==> src/rtl/deser_pkg.sv <==
// Shared types and defaults for the serial bit deserializer.
// Defining BIT_DESER_PARITY_EN adds the PARITY state used by the parity build.
package deser_pkg;

    `ifdef BIT_DESER_PARITY_EN
    typedef enum logic [1:0] {HUNT, DATA, PARITY} state_t;
    `else
    typedef enum logic [1:0] {HUNT, DATA} state_t;
    `endif

    localparam logic [7:0] DEF_SYNC_WORD   = 8'hA5;
    localparam int         DEF_FRAME_WORDS = 4;

endpackage

==> src/rtl/deser_out_reg.sv <==
// Single-entry output holding register with a valid/ready handshake.
// It flags a drop when a new word arrives while the held word is stalled.
module deser_out_reg #(
    parameter int DATA_W = 8
) (
    input  logic              clk,
    input  logic              rst,
    input  logic              load,
    input  logic [DATA_W-1:0] load_data,
    output logic [DATA_W-1:0] out_data,
    output logic              out_valid,
    input  logic              out_ready,
    output logic              drop
);

    logic free;

    // The slot can take a new word when it is empty or being drained this cycle.
    assign free = !out_valid || out_ready;
    assign drop = load && !free;

    always_ff @(posedge clk) begin
        if (rst) begin
            out_data  <= '0;
            out_valid <= 1'b0;
        end else if (load && free) begin
            out_data  <= load_data;
            out_valid <= 1'b1;
        end else if (out_valid && out_ready) begin
            out_valid <= 1'b0;
        end
    end

endmodule

==> src/rtl/bit_deserializer.sv <==
// Serial-to-parallel deserializer: hunts for SYNC_WORD, then assembles FRAME_WORDS
// MSB-first words. Defining BIT_DESER_PARITY_EN adds an even-parity bit after each word.
module bit_deserializer
    import deser_pkg::*;
#(
    parameter int                DATA_W      = 8,
    parameter logic [DATA_W-1:0] SYNC_WORD   = DATA_W'(DEF_SYNC_WORD),
    parameter int                FRAME_WORDS = DEF_FRAME_WORDS
) (
    input  logic              clk,
    input  logic              rst,
    input  logic              bit_in,
    input  logic              bit_valid,
    output logic [DATA_W-1:0] out_data,
    output logic              out_valid,
    input  logic              out_ready,
    output logic              in_sync,
    output logic              overflow,
    output logic              parity_err
);

    localparam int CW = $clog2(DATA_W);

    state_t            state;
    logic [DATA_W-1:0] shreg;
    logic [DATA_W-1:0] shift_nxt;
    logic [DATA_W:0]   shift_ext;
    logic [CW-1:0]     bit_cnt;
    logic [7:0]        word_cnt;
    logic              last_bit;
    logic              word_done;
    logic              frame_end;
    logic              load;
    logic [DATA_W-1:0] load_data;
    logic              drop;

    assign shift_ext = {shreg, bit_in};
    assign shift_nxt = shift_ext[DATA_W-1:0];
    assign last_bit  = bit_valid && (state == DATA) && (bit_cnt == CW'(DATA_W - 1));
    assign frame_end = (word_cnt == 8'(FRAME_WORDS - 1));

`ifdef BIT_DESER_PARITY_EN
    logic par_ok;

    // Even parity across the word and its parity bit: total XOR must be zero.
    assign par_ok    = ~^shift_ext;
    assign word_done = bit_valid && (state == PARITY);
    assign load      = word_done && par_ok;
    assign load_data = shreg;

    always_ff @(posedge clk) begin
        if (rst) parity_err <= 1'b0;
        else     parity_err <= word_done && !par_ok;
    end
`else
    assign word_done  = last_bit;
    assign load       = last_bit;
    assign load_data  = shift_nxt;
    assign parity_err = 1'b0;
`endif

    always_ff @(posedge clk) begin
        if (rst) begin
            state    <= HUNT;
            shreg    <= '0;
            bit_cnt  <= '0;
            word_cnt <= '0;
            in_sync  <= 1'b0;
            overflow <= 1'b0;
        end else begin
            if (drop) overflow <= 1'b1;
            if (bit_valid) begin
                case (state)
                    HUNT: begin
                        shreg <= shift_nxt;
                        if (shift_nxt == SYNC_WORD) begin
                            state    <= DATA;
                            in_sync  <= 1'b1;
                            bit_cnt  <= '0;
                            word_cnt <= '0;
                        end
                    end
                    DATA: begin
                        shreg <= shift_nxt;
                        if (last_bit) begin
                            bit_cnt <= '0;
`ifdef BIT_DESER_PARITY_EN
                            state   <= PARITY;
`endif
                        end else begin
                            bit_cnt <= bit_cnt + 1'b1;
                        end
                    end
                    default: ;
                endcase
                // Shared word accounting; overrides the shifts above at frame end.
                if (word_done) begin
                    if (frame_end) begin
                        state    <= HUNT;
                        in_sync  <= 1'b0;
                        shreg    <= '0;
                        word_cnt <= '0;
                    end else begin
                        state    <= DATA;
                        word_cnt <= word_cnt + 1'b1;
                    end
                end
            end
        end
    end

    deser_out_reg #(.DATA_W(DATA_W)) u_out (
        .clk       (clk),
        .rst       (rst),
        .load      (load),
        .load_data (load_data),
        .out_data  (out_data),
        .out_valid (out_valid),
        .out_ready (out_ready),
        .drop      (drop)
    );

endmodule

==> config.mk <==
export PLATFORM = sky130hd
export DESIGN_NAME = bit_deserializer
export DESIGN_NICKNAME = d
export VERILOG_FILES = /design/src/rtl/deser_pkg.sv /design/src/rtl/deser_out_reg.sv /design/src/rtl/bit_deserializer.sv
export SDC_FILE = /design/constraint.sdc
export NUM_CORES = 1
export LEC_CHECK = 0
export ABC_AREA = 1
export BUFFER_PORTS_ARGS = -buffer_cell sky130_fd_sc_hd__clkbuf_2
export CORE_UTILIZATION = 50
export DETAILED_ROUTE_END_ITERATION = 6
export PLACE_DENSITY = 0.73
export SLEW_MARGIN = 20
export SYNTH_ARGS = -nofsm -noshare
export SYNTH_HDL_FRONTEND = slang
export SYNTH_SLANG_ARGS = --single-unit
==> constraint.sdc <==
create_clock -name clk -period 1.7 [get_ports clk]
set_input_delay 0.17 -clock clk [delete_from_list [all_inputs] [get_ports clk]]
set_output_delay 0.17 -clock clk [all_outputs]
set_load 0.01 [all_outputs]
Word-level counts from Yosys, hierarchy flattened
Index checks and enable logic that the tools add are counted.
- flip-flop bits (word level): 32
- bits in latches: 0
- RAM bits: 0
- ROM bits: 0
- memories: 0
- $add $sub $neg: 2
- $mul: 0
- div/mod/pow operators: 0
- order comparisons: 0
- eq/ne operators: 5
- shift operators: 0
- multiplexer cells: 20
- bitwise gates (word level): 0
- reductions and logical operators: 16
- operators by type and width (kind ; count):
    8-bit 2-to-1 mux ; 7
    8-bit by 1-bit adder with 8-bit output, second input constant ; 1
    8-bit by 2-bit == test with 1-bit output, second input constant ; 1
    8-bit == test, second input constant ; 1
    2-bit nonzero test ; 4
    1-bit 2-to-1 mux ; 7
    2-bit 2-to-1 mux ; 3
    3-bit 2-to-1 mux ; 2
    3-bit case mux with 2 select lines ; 1
    3-bit AND reduction ; 2
    1-bit logical AND ; 5
    3-bit by 1-bit adder with 3-bit output, second input constant ; 1
    3-bit == test, second input constant ; 1
    2-bit by 1-bit == test with 1-bit output, second input constant ; 1
    1-bit zero test ; 2
    2-bit zero test ; 1
    2-bit inequality test, second input constant ; 1
    2-bit OR reduction ; 1
    1-bit logical OR ; 1

Logic depth before layout (Yosys ltp)
- word-level depth: 5
- depth in mapped cells: 7
- mapped depth without buffers: 7

Cells and area by module
From an unflattened synthesis, not the netlist that was laid out.
- cell total of the unflattened synthesis: 206
- area total of the unflattened synthesis: 1505.2 um2
- modules (own cells, without submodules) (module ; instances ; cells an instance ; area an instance (um2) ; sequential area each (um2)):
    bit_deserializer ; 1 ; 148 ; 1081.0 ; 420.4
    deser_out_reg ; 1 ; 58 ; 424.2 ; 180.2

Worst setup path after synthesis
No wires, ideal clock.
- kind: register to register
- from: register bit_cnt[0]
- to: register shreg[0]
- data arrival time: 1200 ps
- data required time: 1579 ps
- path slack: 379 ps
- cell stages (with the launch flop): 8
- path buffers: 0
- clock period less this slack: 1321 ps
- cell sequence: dfxtp_1 > ha_1 > ha_1 > nand3_4 > inv_2 > nand3_2 > nand2_1 > o21ai_0
- longest elaborated chain between the ends: 3
- RTL lines (element ; RTL line ; source):
    start, declared ; bit_deserializer.sv:28 ; logic [CW-1:0] bit_cnt;
    start signal, assigned ; bit_deserializer.sv:91 ; bit_cnt <= bit_cnt + 1'b1;
    3-bit == test ; bit_deserializer.sv:39 ; assign last_bit = bit_valid && (state == DATA) && (bit_cnt == CW'(DATA_W - 1));
    1-bit logical AND ; bit_deserializer.sv:39 ;
    8-bit 2-to-1 mux ; bit_deserializer.sv:97 ; if (word_done) begin
    end signal, assigned ; bit_deserializer.sv:75 ; shreg <= shift_nxt;
    end signal, assigned ; bit_deserializer.sv:84 ; shreg <= shift_nxt;
    end, declared ; bit_deserializer.sv:25 ; logic [DATA_W-1:0] shreg;
No other way between the ends.
A chain may end at the register's enable or synchronous reset.

Worst setup path in the final report
- from: register bit_cnt[0]
- to: register u_out.out_data[2]
- longest elaborated chain between the ends: 3
- RTL lines (element ; RTL line ; source):
    3-bit == test ; bit_deserializer.sv:39 ;
    1-bit logical AND ; bit_deserializer.sv:39 ;
    1-bit logical AND ; deser_out_reg.sv:26 ; end else if (load && free) begin
    end signal, assigned ; deser_out_reg.sv:27 ; out_data <= load_data;
    end, declared ; deser_out_reg.sv:10 ; output logic [DATA_W-1:0] out_data,
No other way between the ends.

==> results.md <==
## Run status
* finished clean — outcome

## Synthesis
* 45.1% — share of Yosys cell area claimed by the top area cell type
* 7.49 um^2 — average size of a mapped cell
* 0 — number of warnings issued by yosys
* 30 — post-synthesis register bit count
* 0 — number of enable-type register cells in the synthesized netlist
* 0.00133 mm^2 — combined area of all synthesized cells
* dfxtp_1, nand3_1, nand2_1 — leading post-synthesis cells by cell area
* dfxtp_1 — Synth area leader
* dfxtp_1 — Primary FF master, synth
* 0% — fraction of registers with async set or reset after synthesis
* 178 — Mapped Cells
* 186 — nets in the synthesized netlist
* 22 — unique cell type count in the Yosys netlist
* 45.1% — portion of the post-synthesis area used by sequential elements

## Job
* 0 — max_cap viols

## Clocking
* done — clock tree from TritonCTS
* 0 — count of hold-fix buffers inserted at cts
* 0 — Post-CTS Resized
* 5 — total clock buffers created by CTS
* 2 — H-tree levels
* clkbuf_4 — Clock Tree Root
* 0 — buffers inserted by post-CTS timing repair
* 30 — Clock Sinks
* 0.09 ns — clock transition at the register clock pins on the worst setup and hold paths after CTS
* 2 — maximum root-to-sink buffer count
* 0.33 ns — latest clock arrival within the worst-skew pair

## Layout
* 0 — Antenna Diode Count
* 247 — filler instances
* dfxtp_1 — most frequent standard cell in the layout excluding fill and tap cells
* 14.9% — proportion of layout cells with a drive suffix above 1
* 11.5% — area growth from synthesis to layout
* dfxtp_1, nand2_1, nand3_1 — commonest non-fill, non-tap cells in the layout
* 0.00149 mm^2 — Non-Filler Cell Area, Final
* 202 — # nets final

## Die
* 53.3% — initial standard-cell utilization of the core
* 0.00250 mm^2 — placeable core area
* 53.6 um — Die Y
* 17 — Ports
* 53.6 um — x dimension of the die
* 0.00288 mm^2 — die area
* 18 — number of placement rows

## Worst setup path
* simple AND/OR/NAND/NOR gates — cell family with the largest share of critical-path delay
* dfxtp_1 — slowest library cell on the worst path
* ha_1, ha_1, nand3_4, nor2_4, inv_1, nor2_1, nor2_1 — critical-path cell list
* flip-flop — category of the worst setup path launch point
* 1.93 ns — required time of the worst setup path
* 13 — CP max FO
* 1 — worst path bufs/invs
* 0.36 ns — Critical Path Max Stage Delay
* flip-flop — type of element capturing the critical path
* 1.79 ns — arrival time at the worst endpoint
* flip-flop to flip-flop — classification of the worst setup path

## Global route
* 4.44 mm — global-route wire length before repair
* 0 — antenna violations before repair
* 21.8% — overall global routing resource usage
* 0 — total gr overflow
* 19 — pin count of the biggest net entering global routing
* 1090 — via count of the first global-routing pass

## STA
* false — setup repair after global routing missed its margin
* 0 — final slew viol count
* 0.641 GHz — maximum clock frequency
* 0 — Hold Violations, Final
* 0 ns — summed negative setup slack over all endpoints
* 0 — number of setup violations in the final report
* 1.56 ns — Final Critical Period
* 91.8% — part of the cycle the worst path needs
* 0.00935 ns — Max Clock Skew

## Route
* 12.0 um — routed wire length per instance
* 0 — number of antenna-violating nets in the routed design
* 2.70 mm — wirelength, routed
* 46 — initial DRC count
* 0 — Post-route DRC
* 1229 — via count
* 4 — iteration count of the initial detailed-routing pass
* 5.46 — average vias per placed instance

## Power
* 863 mW/mm^2 — power density relative to cell area
* 0.618 nW — static leakage
* 0.489 mV — peak ir drop on the vdd network

## Hold path
* input port to flip-flop — Hold/Removal Path Class

## Placement
* 15 — number of buffers added on ports
* 1.97 mm — total half-perimeter wirelength after legalization and detailed placement
* 0.792 — placer's final routability congestion estimate
* 0.00140 mm^2 — cell area after placement

cell type report:
cell class                      count  area, um^2  area share (%)
Clock buffer                        8        78.8            5.30
Inverter                           17        66.3            4.46
Multi-Input combinational cell    125         628            42.3
Sequential cell                    30         601            40.4
Tap cell                           30        37.5            2.53
Timing Repair Buffer               15        75.1            5.05
layer usage:
layer | share of wire, % | wire length [um] | track usage (%) | vias up
met4 | 1.9 | 51 | 13.2 | 0
li1 | - | - | - | 625
met3 | 5.1 | 139 | 5.93 | 8
met1 | 43 | 1170 | 23.2 | 558
met2 | 49 | 1340 | 38.1 | 38
met5 | 0 | 0 | 0 | -
worst min-delay path, delay by kind of cell:
kind                   cells  cell delay (ns)
AND/OR/NAND/NOR            2             0.14
buffers and inverters      1             0.10
per-stage QoR:
stage | setup WS (ns) | hold WS, ns | util (%) | cells | total power [W]
after detailed placement | 0.0687 | 0.451 | 56.1 | 217 | 0.000773
after floorplan | 0.379 | 0.239 | - | 178 | 0.000760
after global routing | 0.0167 | 0.108 | 59.5 | 225 | 0.00133
final | 0.140 | 0.103 | 59.5 | 225 | 0.00128
after CTS | 0.0546 | 0.0990 | 59.3 | 225 | 0.00129
after global placement | 0.170 | 0.445 | 56.1 | 217 | 0.000772
cells in the mapped netlist, types with 2 or more instances:
library cell and count:
o21ai_1 2, buf_6 2, nor2_1 19, o21ai_0 16, dfxtp_1 30, ha_1 3
nand3_2 2, nand2_1 30, inv_1 16, a21oi_1 21, clkbuf_1 2, nand3_1 25
cell families after synthesis:
| family | after synthesis | share of synthesized area (%) |
|---|---|---|
| other cells | 1 | 0.281 |
| compound gates | 40 | 15.2 |
| flops | 30 | 45.1 |
| buf+inv | 23 | 7.98 |
| simple gates | 80 | 28.0 |
| xor+xnor | 1 | 0.657 |
| fa+ha+maj | 3 | 2.82 |
worst paths after layout:
kind / startpoint / endpoint / slack, ns / depth (start not counted)
worst min register to register: in_sync$_SDFFE_PP0P_ / in_sync$_SDFFE_PP0P_ / 0.46 / 2
worst max-delay path: bit_cnt[0]$_SDFFE_PP0P_ / u_out.out_data[2]$_SDFFE_PP0P_ / 0.14 / 7
worst min-delay path: bit_in / u_out.out_data[0]$_SDFFE_PP0P_ / 0.10 / 3
worst max register to register: bit_cnt[0]$_SDFFE_PP0P_ / u_out.out_data[2]$_SDFFE_PP0P_ / 0.14 / 7
flip-flops by register name, indices dropped and copies added, names as in the netlist:
signal and count:
u_out.out_valid 1, word_cnt 8, overflow 1, in_sync 1
state 1, u_out.out_data 8, shreg 7, bit_cnt 3
power by group:
part | internal [W] | switching [W]
logic | 0.0000115 | 0.0000290
registers | 0.000710 | 0.00000615
clock network | 0.000282 | 0.000244
Note: power is estimated with default switching activity, not from simulation.
